$ cat config.mk
export PLATFORM = sky130hd
export DESIGN_NAME = ch_rr_entry_buf
export DESIGN_NICKNAME = d
export VERILOG_FILES = /design/src/rtl/ch_rr_entry_buf.sv
export SDC_FILE = /design/constraint.sdc
export NUM_CORES = 1
export LEC_CHECK = 0
export CAP_MARGIN = 30
export CORE_MARGIN = 10
export CORE_UTILIZATION = 40
export CTS_CLUSTER_DIAMETER = 100
export CTS_CLUSTER_SIZE = 25
export DETAILED_ROUTE_END_ITERATION = 7
export DONT_BUFFER_PORTS = 1
export HOLD_SLACK_MARGIN = 0.02
export PLACE_DENSITY = 0.57
export SYNTH_ARGS = -nofsm -noshare
export SYNTH_HDL_FRONTEND = slang
export SYNTH_SLANG_ARGS = --single-unit
export TNS_END_PERCENT = 5
$ cat constraint.sdc
create_clock -name clk_i -period 5.55 [get_ports clk_i]
set_input_delay 0.2775 -clock clk_i [delete_from_list [all_inputs] [get_ports clk_i]]
set_output_delay 0.2775 -clock clk_i [all_outputs]
set_load 0.005 [all_outputs]
$ cat src/rtl/ch_rr_entry_buf.sv
// Request buffer: lowest-free-slot allocation, round-robin issue from the read pointer.
// Optional occupancy counter port count_o under CH_RR_ENTRY_BUF_CNT_EN.
module ch_rr_entry_buf #(
    parameter int DATA_W  = 32,
    parameter int ENTRIES = 5,
    parameter int PTR_W   = $clog2(ENTRIES)
) (
    input  logic               clk_i,
    input  logic               rst_i,
    input  logic               flush_i,
    input  logic               alloc_valid_i,
    output logic               alloc_ready_o,
    input  logic [DATA_W-1:0]  alloc_data_i,
    output logic               issue_valid_o,
    input  logic               issue_ready_i,
    output logic [DATA_W-1:0]  issue_data_o,
    output logic [PTR_W-1:0]   issue_idx_o,
    output logic [ENTRIES-1:0] entry_valid_o,
    output logic [PTR_W-1:0]   read_ptr_o
`ifdef CH_RR_ENTRY_BUF_CNT_EN
    ,
    output logic [PTR_W:0]     count_o
`endif
);

    logic [ENTRIES-1:0] valid;
    logic [DATA_W-1:0]  data [ENTRIES];
    logic [PTR_W-1:0]   read_ptr;
    logic [PTR_W-1:0]   free_idx;
    logic [PTR_W-1:0]   pick_idx;
    logic [PTR_W-1:0]   ptr_next;
    logic               pick_found;
    logic               alloc_fire;
    logic               issue_fire;

    // Descending scan so the last hit is the lowest free slot.
    always_comb begin
        free_idx = '0;
        for (int i = ENTRIES - 1; i >= 0; i--) begin
            if (!valid[i]) free_idx = PTR_W'(i);
        end
    end

    // Walk ENTRIES slots starting at read_ptr, wrapping mod ENTRIES.
    always_comb begin
        logic [PTR_W:0]   sum;
        logic [PTR_W-1:0] slot;
        pick_idx   = read_ptr;
        pick_found = 1'b0;
        sum        = '0;
        slot       = '0;
        for (int k = 0; k < ENTRIES; k++) begin
            sum = {1'b0, read_ptr} + (PTR_W+1)'(k);
            if (sum >= (PTR_W+1)'(ENTRIES)) sum = sum - (PTR_W+1)'(ENTRIES);
            slot = sum[PTR_W-1:0];
            if (!pick_found && valid[slot]) begin
                pick_found = 1'b1;
                pick_idx   = slot;
            end
        end
    end

    assign alloc_ready_o = ~&valid & ~flush_i;
    assign issue_valid_o = |valid & ~flush_i;
    assign alloc_fire    = alloc_valid_i & alloc_ready_o;
    assign issue_fire    = issue_valid_o & issue_ready_i;
    assign issue_idx_o   = pick_idx;
    assign issue_data_o  = data[pick_idx];
    assign entry_valid_o = valid;
    assign read_ptr_o    = read_ptr;
    assign ptr_next      = (pick_idx == PTR_W'(ENTRIES - 1)) ? '0 : pick_idx + PTR_W'(1);

    // The issued slot is valid and the alloc target is free, so they never collide.
    always_ff @(posedge clk_i) begin
        if (rst_i || flush_i) begin
            valid    <= '0;
            read_ptr <= '0;
        end else begin
            if (issue_fire) begin
                valid[pick_idx] <= 1'b0;
                read_ptr        <= ptr_next;
            end
            if (alloc_fire) valid[free_idx] <= 1'b1;
        end
    end

    always_ff @(posedge clk_i) begin
        if (alloc_fire) data[free_idx] <= alloc_data_i;
    end

`ifdef CH_RR_ENTRY_BUF_CNT_EN
    logic [PTR_W:0] count;

    always_ff @(posedge clk_i) begin
        if (rst_i || flush_i) begin
            count <= '0;
        end else if (alloc_fire && !issue_fire) begin
            count <= count + (PTR_W+1)'(1);
        end else if (issue_fire && !alloc_fire) begin
            count <= count - (PTR_W+1)'(1);
        end
    end

    assign count_o = count;
`endif

endmodule

==> impl_summary.log, run 1 <==
[metrics] status: finished clean
[metrics] # Max-Cap Violations: 0
[metrics] Crit Path Category: reg -> out
[metrics] met2 layer usage reported by global route: 22.1%
[metrics] RD Place Congestion: 0.832
[metrics] non-filler cells in the finished layout: 850
[metrics] CTS tree: built
[metrics] share of the core filled with cells in the final layout: 47.5%
[metrics] FF-to-FF setup slack: 1200 ps
[metrics] die area: 25500 um^2
[metrics] setup TNS: 0 ps
[metrics] critical-path maximum fanout: 22
[metrics] count of standard-cell rows: 50
[metrics] Final Setup Violations: 0
[metrics] Detail Placement HPWL: 10.6 mm
[metrics] met3 Track Usage GR: 3.74%
[metrics] Period Utilization, post-route: 91.7%
[metrics] proportion of layout cells with a drive suffix above 1: 18.1%
[metrics] Worst-Skew Late Latency: 420 ps
[metrics] I/O Pins: 82
[metrics] transition time of the tightest slew-check pin: 806 ps
[metrics] grt peak-use layer: met2
[metrics] kind of end point of the critical path: output pin
[metrics] largest family of logic cells by synthesized area: multiplexers
[metrics] fraction of synthesized area in multiplexers: 15.6%
[metrics] initial standard-cell utilization of the core: 41.1%
[metrics] final count of hold timing violations: 0
[metrics] count of different cell masters after synthesis: 60
[metrics] Routed Antenna Nets: 0
[metrics] combined global-route utilization of all metal layers: 13.1%
[metrics] Worst Clk Skew: 10.2 ps
[metrics] count of routing violations after the opening detailed-route iteration: 205
[metrics] first-pass GRT wire length: 26.2 mm
[metrics] count of mapped cells out of synthesis: 541
[metrics] power per cell area: 306 nW/um^2
[metrics] # nets final: 623
[metrics] Core Region: 19000 um^2
[metrics] # DRC: 0
[metrics] Post-DP Area: 8080 um^2
[metrics] net count after synthesis: 587
[metrics] number of resized instances in the post-cts repair step: 0
[metrics] total of warnings raised by yosys: 0
[metrics] fraction of the mapped netlist area in simple logic gates: 7.00%
[metrics] IR drop worst, VDD: 0.000252 V
[metrics] Inserted Clock Buffers: 17
[metrics] critical path launch point type: flip-flop
[metrics] M1 GR Usage: 15.6%
[metrics] CTS Buffer Depth: 2
[metrics] highest clock rate: 197 MHz
[metrics] total standard cell area after synthesis: 7790 um^2
[metrics] count of vias placed by the detailed router: 4448
[metrics] number of antenna violations at the first check in global routing: 0
[metrics] critical path data required time: 5270 ps
[metrics] port buffer count: 0
[metrics] Syn-to-layout area delta: 15.4%
[metrics] final-report max-slew violation count: 0
[metrics] number of enable-type register cells in the synthesized netlist: 160
[metrics] routed length per instance: 19.5 um
[metrics] cell taking the most area after synthesis: sky130_fd_sc_hd__edfxtp_1
[metrics] die width: 160 um
[metrics] number of H-tree levels: 4
[metrics] xor and xnor fraction of the mapped netlist area: 0.787%
[metrics] overall power after layout: 0.00275 W
[metrics] Synth Area in Adders: 1.54%
[metrics] remaining global-route overflow: 0
[metrics] count of buffers added by post-CTS timing repair for setup: 0
[metrics] relative slew slack: 46.0%
[metrics] routed wire length: 16.6 mm
[metrics] Seq/Total Area, Yosys: 63.7%
[metrics] Synth area leaders: sky130_fd_sc_hd__edfxtp_1 62%, sky130_fd_sc_hd__mux2i_1 9.6%, sky130_fd_sc_hd__mux2_2 5.1%, sky130_fd_sc_hd__nand2_1 2.2%, sky130_fd_sc_hd__dfxtp_1 2.1%
[metrics] vias in the first global route: 4623
[metrics] placed cell count: 786
[metrics] arrival time of data at the critical path endpoint: 4810 ps
[metrics] proportion of synthesized flip-flops having asynchronous set or reset: 0%
[metrics] diode insertion count for antenna repair: 0
[metrics] Main synth FF type: sky130_fd_sc_hd__edfxtp_1
[metrics] area fraction of the dominant cell type after synthesis: 61.6%
[metrics] via-per-instance ratio: 5.23
[metrics] number of optimization iterations in the first detailed-route pass: 4
[metrics] Hold/Removal Path Class: in -> reg
[metrics] unrepaired setup endpoints after global routing: false
[metrics] final instance area: 9000 um^2
[metrics] number of flip-flops and latches in the synthesized netlist: 168
[metrics] overall die height: 160 um
[metrics] Synth Area in Compound Gates: 7.72%
[metrics] maximum number of pins on one net before global-route repair: 60
[metrics] Root Buffer Master: sky130_fd_sc_hd__clkbuf_16
[metrics] clock sink count: 168
[metrics] Syn Area/Cell: 14.4 um^2
[metrics] leakage dissipation: 2.86 nW
[metrics] clock transition time at the flip-flop clock pins of the worst setup and hold paths: 60 ps
[metrics] final critical delay including setup and external delays: 5090 ps
==> final timing paths <==
check / from / endpoint / depth (start not counted)
max: read_ptr_o[2]$_SDFFE_PP0P_ / issue_data_o[18] / 13
max reg2reg: read_ptr_o[0]$_SDFFE_PP0P_ / read_ptr_o[0]$_SDFFE_PP0P_ / 14
min: alloc_valid_i / entry_valid_o[0]$_SDFF_PP0_ / 2
min reg2reg: read_ptr_o[0]$_SDFFE_PP0P_ / read_ptr_o[0]$_SDFFE_PP0P_ / 3
==> layout by cell type (no fill, tap or decap), types with 3 or more instances in the layout <==
master | Yosys | final
sky130_fd_sc_hd__mux2i_1 | 75 | 75
sky130_fd_sc_hd__nor3b_1 | 5 | 3
sky130_fd_sc_hd__a21oi_1 | 11 | 11
sky130_fd_sc_hd__o21ai_0 | 11 | 11
sky130_fd_sc_hd__edfxtp_1 | 160 | 160
sky130_fd_sc_hd__o22ai_1 | 4 | 4
sky130_fd_sc_hd__o21a_1 | 4 | 4
sky130_fd_sc_hd__buf_12 | 0 | 3
sky130_fd_sc_hd__clkinv_1 | 1 | 4
sky130_fd_sc_hd__o221ai_1 | 3 | 3
sky130_fd_sc_hd__bufinv_16 | 0 | 3
sky130_fd_sc_hd__xnor2_1 | 7 | 7
sky130_fd_sc_hd__clkbuf_16 | 0 | 17
sky130_fd_sc_hd__buf_4 | 2 | 13
sky130_fd_sc_hd__nor3_1 | 8 | 7
sky130_fd_sc_hd__nor2_1 | 20 | 19
sky130_fd_sc_hd__a21o_1 | 3 | 3
sky130_fd_sc_hd__nand2_1 | 46 | 46
sky130_fd_sc_hd__and2_1 | 4 | 4
sky130_fd_sc_hd__o21ai_1 | 20 | 20
sky130_fd_sc_hd__ha_1 | 8 | 8
sky130_fd_sc_hd__nor2b_1 | 5 | 5
sky130_fd_sc_hd__dfxtp_1 | 8 | 8
sky130_fd_sc_hd__inv_1 | 10 | 9
sky130_fd_sc_hd__o21ai_2 | 12 | 12
sky130_fd_sc_hd__or2_2 | 3 | 3
sky130_fd_sc_hd__mux4_2 | 3 | 3
sky130_fd_sc_hd__a31oi_1 | 3 | 3
sky130_fd_sc_hd__mux2_2 | 35 | 35
sky130_fd_sc_hd__and3_1 | 4 | 4
sky130_fd_sc_hd__dlygate4sd3_1 | 0 | 32
sky130_fd_sc_hd__nand3_1 | 5 | 5
==> cells by family (layout without fill, tap and decap cells) <==
logic type                 after synthesis  after routing
xor gates and xnor gates                 7              7
adders and majority gates                9              9
DFF                                    168            168
AOI/OAI and AO/OA                       89             89
and+or+nand+nor                        113            113
muxes                                  113            113
buffers and inverters                   42             91
==> final cells by class <==
class                      instances  area, um^2
tap                              260         325
fill                            1646        9960
inverter                          11        41.3
multi-input combinational        331        2590
clock inverter                    14         171
sequential                       168        4960
clock buffer                      18         429
timing repair buffer              48         478
==> cell usage after synthesis, types with 2 or more instances <==
| cell type | n |
|---|---|
| sky130_fd_sc_hd__o21ai_0 | 11 |
| sky130_fd_sc_hd__nand2b_1 | 2 |
| sky130_fd_sc_hd__nor3b_1 | 5 |
| sky130_fd_sc_hd__nand2_1 | 46 |
| sky130_fd_sc_hd__o21ai_2 | 12 |
| sky130_fd_sc_hd__xnor2_1 | 7 |
| sky130_fd_sc_hd__nand3_1 | 5 |
| sky130_fd_sc_hd__mux4_2 | 3 |
| sky130_fd_sc_hd__o21a_1 | 4 |
| sky130_fd_sc_hd__a31oi_1 | 3 |
| sky130_fd_sc_hd__nand4_1 | 2 |
| sky130_fd_sc_hd__nor2b_1 | 5 |
| sky130_fd_sc_hd__buf_6 | 6 |
| sky130_fd_sc_hd__mux2i_1 | 75 |
| sky130_fd_sc_hd__buf_4 | 2 |
| sky130_fd_sc_hd__o221ai_1 | 3 |
| sky130_fd_sc_hd__nor4b_1 | 2 |
| sky130_fd_sc_hd__buf_2 | 7 |
| sky130_fd_sc_hd__mux2_2 | 35 |
| sky130_fd_sc_hd__dfxtp_1 | 8 |
| sky130_fd_sc_hd__buf_8 | 6 |
| sky130_fd_sc_hd__a21o_1 | 3 |
| sky130_fd_sc_hd__a311oi_1 | 2 |
| sky130_fd_sc_hd__nor4_1 | 2 |
| sky130_fd_sc_hd__o21ai_1 | 20 |
| sky130_fd_sc_hd__clkbuf_1 | 8 |
| sky130_fd_sc_hd__and3_1 | 4 |
| sky130_fd_sc_hd__ha_1 | 8 |
| sky130_fd_sc_hd__or2_2 | 3 |
| sky130_fd_sc_hd__and2_1 | 4 |
| sky130_fd_sc_hd__nor2_1 | 20 |
| sky130_fd_sc_hd__o22ai_1 | 4 |
| sky130_fd_sc_hd__a21oi_1 | 11 |
| sky130_fd_sc_hd__inv_1 | 10 |
| sky130_fd_sc_hd__nor3_1 | 8 |
| sky130_fd_sc_hd__edfxtp_1 | 160 |
| sky130_fd_sc_hd__o31ai_1 | 2 |
==> worst max-delay path, cell delays in order, from the launching register on <==
cell	delay, ps
sky130_fd_sc_hd__dfxtp_1	590
sky130_fd_sc_hd__inv_1	260
sky130_fd_sc_hd__ha_1	400
sky130_fd_sc_hd__a21oi_4	240
sky130_fd_sc_hd__mux2i_1	380
sky130_fd_sc_hd__mux2_2	380
sky130_fd_sc_hd__o22ai_1	380
sky130_fd_sc_hd__and3_1	240
sky130_fd_sc_hd__a21oi_1	40
sky130_fd_sc_hd__o211ai_1	170
sky130_fd_sc_hd__a22o_2	460
sky130_fd_sc_hd__buf_12	240
sky130_fd_sc_hd__mux2_2	350
sky130_fd_sc_hd__o21ai_1	230
==> per-stage QoR <==
stage / hold slack (ps) / setup slack [ps]
2_1_floorplan: 376 / 1280
6_report: 42.7 / 461
3_3_place_gp: 377 / 940
4_1_cts: 20.4 / 417
3_5_place_dp: 377 / 870
5_1_grt: 45.9 / 115
==> state kept, by name (all words and copies together), names as in the netlist <==
register	cells
data	160
read_ptr_o	3
entry_valid_o	5
==> metal layers <==
metal | part of all wire [%] | vias to the layer above
met5 | 0 | -
met4 | 1.4 | 0
met3 | 4.5 | 15
met2 | 52 | 92
met1 | 42 | 2203
li1 | - | 2138
==> timing repair <==
item                                    4_1_cts  5_1_grt
hold buffers                                 32        0
hold endpoints to repair                    160        0
endpoints found under the setup margin        0        0
==> power breakdown <==
| group | switching, W | internal [W] | total [W] |
|---|---|---|---|
| registers | 0.00000525 | 0.00140 | 0.00141 |
| clock network | 0.000469 | 0.000712 | 0.00118 |
| logic | 0.0000883 | 0.0000750 | 0.000163 |
| total | 0.000562 | 0.00219 | 0.00275 |
No activity file was read; power rests on OpenSTA's default activity.
==> run 2, diff against run 1 <==
Settings changed: ABC_AREA from default to 1, PLACE_DENSITY 0.57 to default.
==> run 2 against run 1 <==
  * Wire length up 2.4%
  * Register-to-register slack better by 510 ps
  * Cell count is 22% higher
  * Clock-buffer cell count did not move
  * Critical path depth grew 7
  * Worst hold slack gained 95 ps
  * Worst setup slack improved by 550 ps
  * Via count grew 15%
  * Combinational power increased by 80%
  * Die area is 2.2% lower
  * Non-clock buffer count down 6
  * Critical path type unchanged
  * Highest routed layer unchanged
==> impl_summary.log, run 2 <==
[metrics] status: finished clean (unchanged)
[metrics] worst-case reg-to-reg path depth: 17 (was 14)
[metrics] Worst-Skew Late Latency: 440 ps (was 420 ps)
[metrics] Final Setup Violations: 0 (unchanged)
[metrics] portion of total power attributed to the clock network: 39.3% (was 42.9%)
[metrics] most used cells in the layout excluding fill and tap cells: 364 x sky130_fd_sc_hd__nand2_1, 160 x sky130_fd_sc_hd__edfxtp_1, 55 x sky130_fd_sc_hd__nand3_1 (was 160 x sky130_fd_sc_hd__edfxtp_1, 75 x sky130_fd_sc_hd__mux2i_1, 46 x sky130_fd_sc_hd__nand2_1)
[metrics] most frequently used cell type in the post-synthesis netlist: sky130_fd_sc_hd__nand2_1 (was sky130_fd_sc_hd__edfxtp_1)
[metrics] fraction of the mapped netlist area in simple logic gates: 25.2% (was 7.00%)
[metrics] initial standard-cell utilization of the core: 40.6% (was 41.1%)
[metrics] I/O Pins: 82 (unchanged)
[metrics] Syn Area/Cell: 10.2 um^2 (was 14.4 um^2)
[metrics] critical path launch point type: flip-flop (unchanged)
[metrics] Comb power frac: 10.5% (was 5.9%)
[metrics] IR drop worst, VDD: 0.000187 V (was 0.000252 V)
[metrics] proportion of layout cells with a drive suffix above 1: 9.90% (was 18.1%)
[metrics] Seq/Total Area, Yosys: 65.3% (was 63.7%)
[metrics] DR WL met2: 8.20 mm (was 8.61 mm)
[metrics] Synth area leaders: sky130_fd_sc_hd__edfxtp_1 63%, sky130_fd_sc_hd__nand2_1 18%, sky130_fd_sc_hd__nand3_1 3.6%, sky130_fd_sc_hd__dfxtp_1 2.1%, sky130_fd_sc_hd__inv_1 1.7% (was sky130_fd_sc_hd__edfxtp_1 62%, sky130_fd_sc_hd__mux2i_1 9.6%, sky130_fd_sc_hd__mux2_2 5.1%, sky130_fd_sc_hd__nand2_1 2.2%, sky130_fd_sc_hd__dfxtp_1 2.1%)
[metrics] switching power share of the total: 24.8% (was 20.4%)
[metrics] net count after synthesis: 794 (was 587)
[metrics] Detail Placement HPWL: 10.5 mm (was 10.6 mm)
[metrics] via-per-instance ratio: 4.95 (was 5.23)
[metrics] fraction of synthesized area in multiplexers: 0% (was 15.6%)
[metrics] Worst Clk Skew: 12.4 ps (was 10.2 ps)
[metrics] setup TNS: 0 ps (unchanged)
[metrics] worst slack at placement: 1460 ps (was 870 ps)
[metrics] total of warnings raised by yosys: 0 (unchanged)
[metrics] Routed Antenna Nets: 0 (unchanged)
[metrics] overall die height: 158 um (was 160 um)
[metrics] count of standard-cell rows: 50 (unchanged)
[metrics] FF-to-FF setup slack: 1710 ps (was 1200 ps)
[metrics] largest family of logic cells by synthesized area: simple AND/OR/NAND/NOR gates (was multiplexers)
[metrics] Flop pwr share: 50.2% (was 51.2%)
[metrics] power per cell area: 322 nW/um^2 (was 306 nW/um^2)
[metrics] first-pass GRT wire length: 26.6 mm (was 26.2 mm)
[metrics] final critical delay including setup and external delays: 4540 ps (was 5090 ps)
[metrics] filler cell count: 1690 (was 1646)
[metrics] area fraction of the dominant cell type after synthesis: 63.2% (was 61.6%)
[metrics] Final WS setup: 1010 ps (was 461 ps)
[metrics] die width: 158 um (was 160 um)
[metrics] highest clock rate: 220 MHz (was 197 MHz)
[metrics] Root Buffer Master: sky130_fd_sc_hd__clkbuf_16 (unchanged)
[metrics] unrepaired setup endpoints after global routing: false (unchanged)
[metrics] M1 WL: 7.61 mm (was 6.96 mm)
[metrics] Psw: 0.000695 W (was 0.000562 W)
[metrics] count of different cell masters after synthesis: 36 (was 60)
[metrics] number of resized instances in the post-cts repair step: 0 (unchanged)
[metrics] leakage dissipation: 3.45 nW (was 2.86 nW)
[metrics] Synth Area in Compound Gates: 3.42% (was 7.72%)
[metrics] cell taking the most area after synthesis: sky130_fd_sc_hd__edfxtp_1 (unchanged)
[metrics] Syn-to-layout area delta: 14.6% (was 15.4%)
[metrics] Hold Startpoint: rst_i (was alloc_valid_i)
[metrics] Worst Hold Path EP: read_ptr_o[0]$_SDFFE_PP0P_ (was entry_valid_o[0]$_SDFF_PP0_)
[metrics] proportion of synthesized flip-flops having asynchronous set or reset: 0% (unchanged)
[metrics] transition time of the tightest slew-check pin: 741 ps (was 806 ps)
[metrics] relative slew slack: 50.5% (was 46.0%)
[metrics] Main synth FF type: sky130_fd_sc_hd__edfxtp_1 (unchanged)
[metrics] kind of end point of the critical path: output pin (unchanged)
[metrics] Met3 Routed Length: 936 um (was 751 um)
[metrics] end of the worst register-to-register path: entry_valid_o[1]$_SDFF_PP0_ (was read_ptr_o[0]$_SDFFE_PP0P_)
[metrics] combined global-route utilization of all metal layers: 14.0% (was 13.1%)
[metrics] CTS tree: built (unchanged)
[metrics] internal power: 0.00211 W (was 0.00219 W)
[metrics] Period Utilization, post-route: 81.8% (was 91.7%)
[metrics] die area: 24900 um^2 (was 25500 um^2)
[metrics] Inserted Clock Buffers: 17 (unchanged)
[metrics] vias in the first global route: 4925 (was 4623)
[metrics] number of optimization iterations in the first detailed-route pass: 4 (unchanged)
[metrics] RD Place Congestion: 0.842 (was 0.832)
[metrics] Worst Hold Margin: 138 ps (was 42.7 ps)
[metrics] Core Region: 18700 um^2 (was 19000 um^2)
[metrics] top sig layer: met4 (unchanged)
[metrics] critical-path maximum fanout: 32 (was 22)
[metrics] # DRC: 0 (unchanged)
[metrics] count of mapped cells out of synthesis: 748 (was 541)
[metrics] total standard cell area after synthesis: 7600 um^2 (was 7790 um^2)
[metrics] most common cell after layout, fill and taps aside: sky130_fd_sc_hd__nand2_1 (was sky130_fd_sc_hd__edfxtp_1)
[metrics] maximum number of pins on one net before global-route repair: 37 (was 60)
[metrics] remaining global-route overflow: 0 (unchanged)
[metrics] most frequent cells after synthesis: 364 x sky130_fd_sc_hd__nand2_1, 160 x sky130_fd_sc_hd__edfxtp_1, 55 x sky130_fd_sc_hd__nand3_1 (was 160 x sky130_fd_sc_hd__edfxtp_1, 75 x sky130_fd_sc_hd__mux2i_1, 46 x sky130_fd_sc_hd__nand2_1)
[metrics] routed length per instance: 16.4 um (was 19.5 um)
[metrics] arrival time of data at the critical path endpoint: 4260 ps (was 4810 ps)
[metrics] clock sink count: 168 (unchanged)
[metrics] number of flip-flops and latches in the synthesized netlist: 168 (unchanged)
[metrics] number of flip-flops in the largest register: 160 (unchanged)
[metrics] CTS Buffer Depth: 2 (unchanged)
[metrics] count of buffers added by post-CTS timing repair for setup: 0 (unchanged)
[metrics] worst hold path stage count: 2 (unchanged)
[metrics] routed wire length: 17.0 mm (was 16.6 mm)
[metrics] share of the core filled with cells in the final layout: 46.6% (was 47.5%)
[metrics] number of H-tree levels: 4 (unchanged)
[metrics] number of enable-type register cells in the synthesized netlist: 160 (unchanged)
[metrics] # Max-Cap Violations: 0 (unchanged)
[metrics] count of routing violations after the opening detailed-route iteration: 304 (was 205)
[metrics] clock transition time at the flip-flop clock pins of the worst setup and hold paths: 70 ps (was 60 ps)
[metrics] final count of hold timing violations: 0 (unchanged)
[metrics] Synth Area in Adders: 1.58% (was 1.54%)
[metrics] Crit Path Category: reg -> out (unchanged)
[metrics] Hold/Removal Path Class: in -> reg (unchanged)
[metrics] number of antenna violations at the first check in global routing: 1 (was 0)
[metrics] launch instance of the worst register-to-register path: read_ptr_o[1]$_SDFFE_PP0P_ (was read_ptr_o[0]$_SDFFE_PP0P_)
[metrics] xor and xnor fraction of the mapped netlist area: 0.543% (was 0.787%)
[metrics] port buffer count: 0 (unchanged)
[metrics] largest register by flop count: data (unchanged)
[metrics] critical path data required time: 5270 ps (about the same)
[metrics] # nets final: 831 (was 623)
[metrics] count of vias placed by the detailed router: 5113 (was 4448)
[metrics] final-report max-slew violation count: 0 (unchanged)
[run 2: power groups by stage]
stage	clock, W	combinational (W)	sequential [W]
floorplan	0	0.000199	0.00143
global placement	0	0.000268	0.00143
detailed placement	0	0.000270	0.00143
CTS	0.00113	0.000302	0.00140
global route	0.00117	0.000340	0.00141
finish	0.00110	0.000294	0.00141
[run 2: how the worst max path moves through the flow]
stage	startpoint	endpoint	slack (ps)	cells after the start
detailed placement	read_ptr_o[1]$_SDFFE_PP0P_	issue_data_o[2]	1460	20
finish	read_ptr_o[1]$_SDFFE_PP0P_	issue_data_o[2]	1010	20
global placement	read_ptr_o[1]$_SDFFE_PP0P_	issue_data_o[3]	1570	18
CTS	read_ptr_o[1]$_SDFFE_PP0P_	issue_data_o[2]	980	20
global route	read_ptr_o[1]$_SDFFE_PP0P_	issue_data_o[7]	610	20
floorplan	entry_valid_o[0]$_SDFF_PP0_	data[2][0]$_DFFE_PP_	2040	5
[run 2: metrics by stage]
| stage | total power [W] | cell area, um^2 | cells |
|---|---|---|---|
| 2_1_floorplan | 0.00163 | 7600 | 748 |
| 3_3_place_gp | 0.00170 | 7830 | 968 |
| 6_report | 0.00280 | 8710 | 1033 |
| 3_5_place_dp | 0.00170 | 7830 | 968 |
| 5_1_grt | 0.00292 | 8710 | 1033 |
| 4_1_cts | 0.00283 | 8710 | 1032 |
[run 2: routing by layer]
metal  GRT usage (%)  up-vias
met1            16.9     2391
met4            5.52        0
met2            23.1      142
met3            3.93       16
li1                -     2564
met5               0        -
[run 2: repair_timing]
item,4_1_cts,5_1_grt
setup endpoints to repair,0,0
hold endpoints to repair,160,0
hold buffers,32,0
[run 2: cell type report]
cell class	instances	area (um^2)	area share, %
flip-flops and latches	168	4960	57.0
repair buffers	42	395	4.54
diodes	1	2.50	0.0287
multi-input cells	514	2340	26.9
clock buffers	18	429	4.93
clock inverters	14	126	1.45
inverters	42	158	1.81
well taps	234	293	3.36
[run 2: cells by family (layout without fill, tap and decap cells)]
group	Yosys count	after routing
simple gates	459	459
xor+xnor	3	3
fa+ha+maj	9	9
other cells	0	1
buf+inv	66	116
compound gates	43	43
flops	168	168
[run 2: critical path, stage by stage, from the launching register on]
cell                       delay (ps)
sky130_fd_sc_hd__dfxtp_1          530
sky130_fd_sc_hd__inv_1            230
sky130_fd_sc_hd__ha_1             270
sky130_fd_sc_hd__ha_1             360
sky130_fd_sc_hd__inv_1             80
sky130_fd_sc_hd__nand2_1           60
sky130_fd_sc_hd__o21ai_0          140
sky130_fd_sc_hd__o21bai_1         250
sky130_fd_sc_hd__nand2_4          150
sky130_fd_sc_hd__nand4_4          140
sky130_fd_sc_hd__nor2_4           180
sky130_fd_sc_hd__nor2_1            70
sky130_fd_sc_hd__nand2_1           70
sky130_fd_sc_hd__nand2_1           70
sky130_fd_sc_hd__nand2_2          160
sky130_fd_sc_hd__nand2_2          100
sky130_fd_sc_hd__inv_2            490
sky130_fd_sc_hd__nand2_1          150
sky130_fd_sc_hd__nand3_1          140
sky130_fd_sc_hd__nand2_1           60
sky130_fd_sc_hd__nand2_1          110
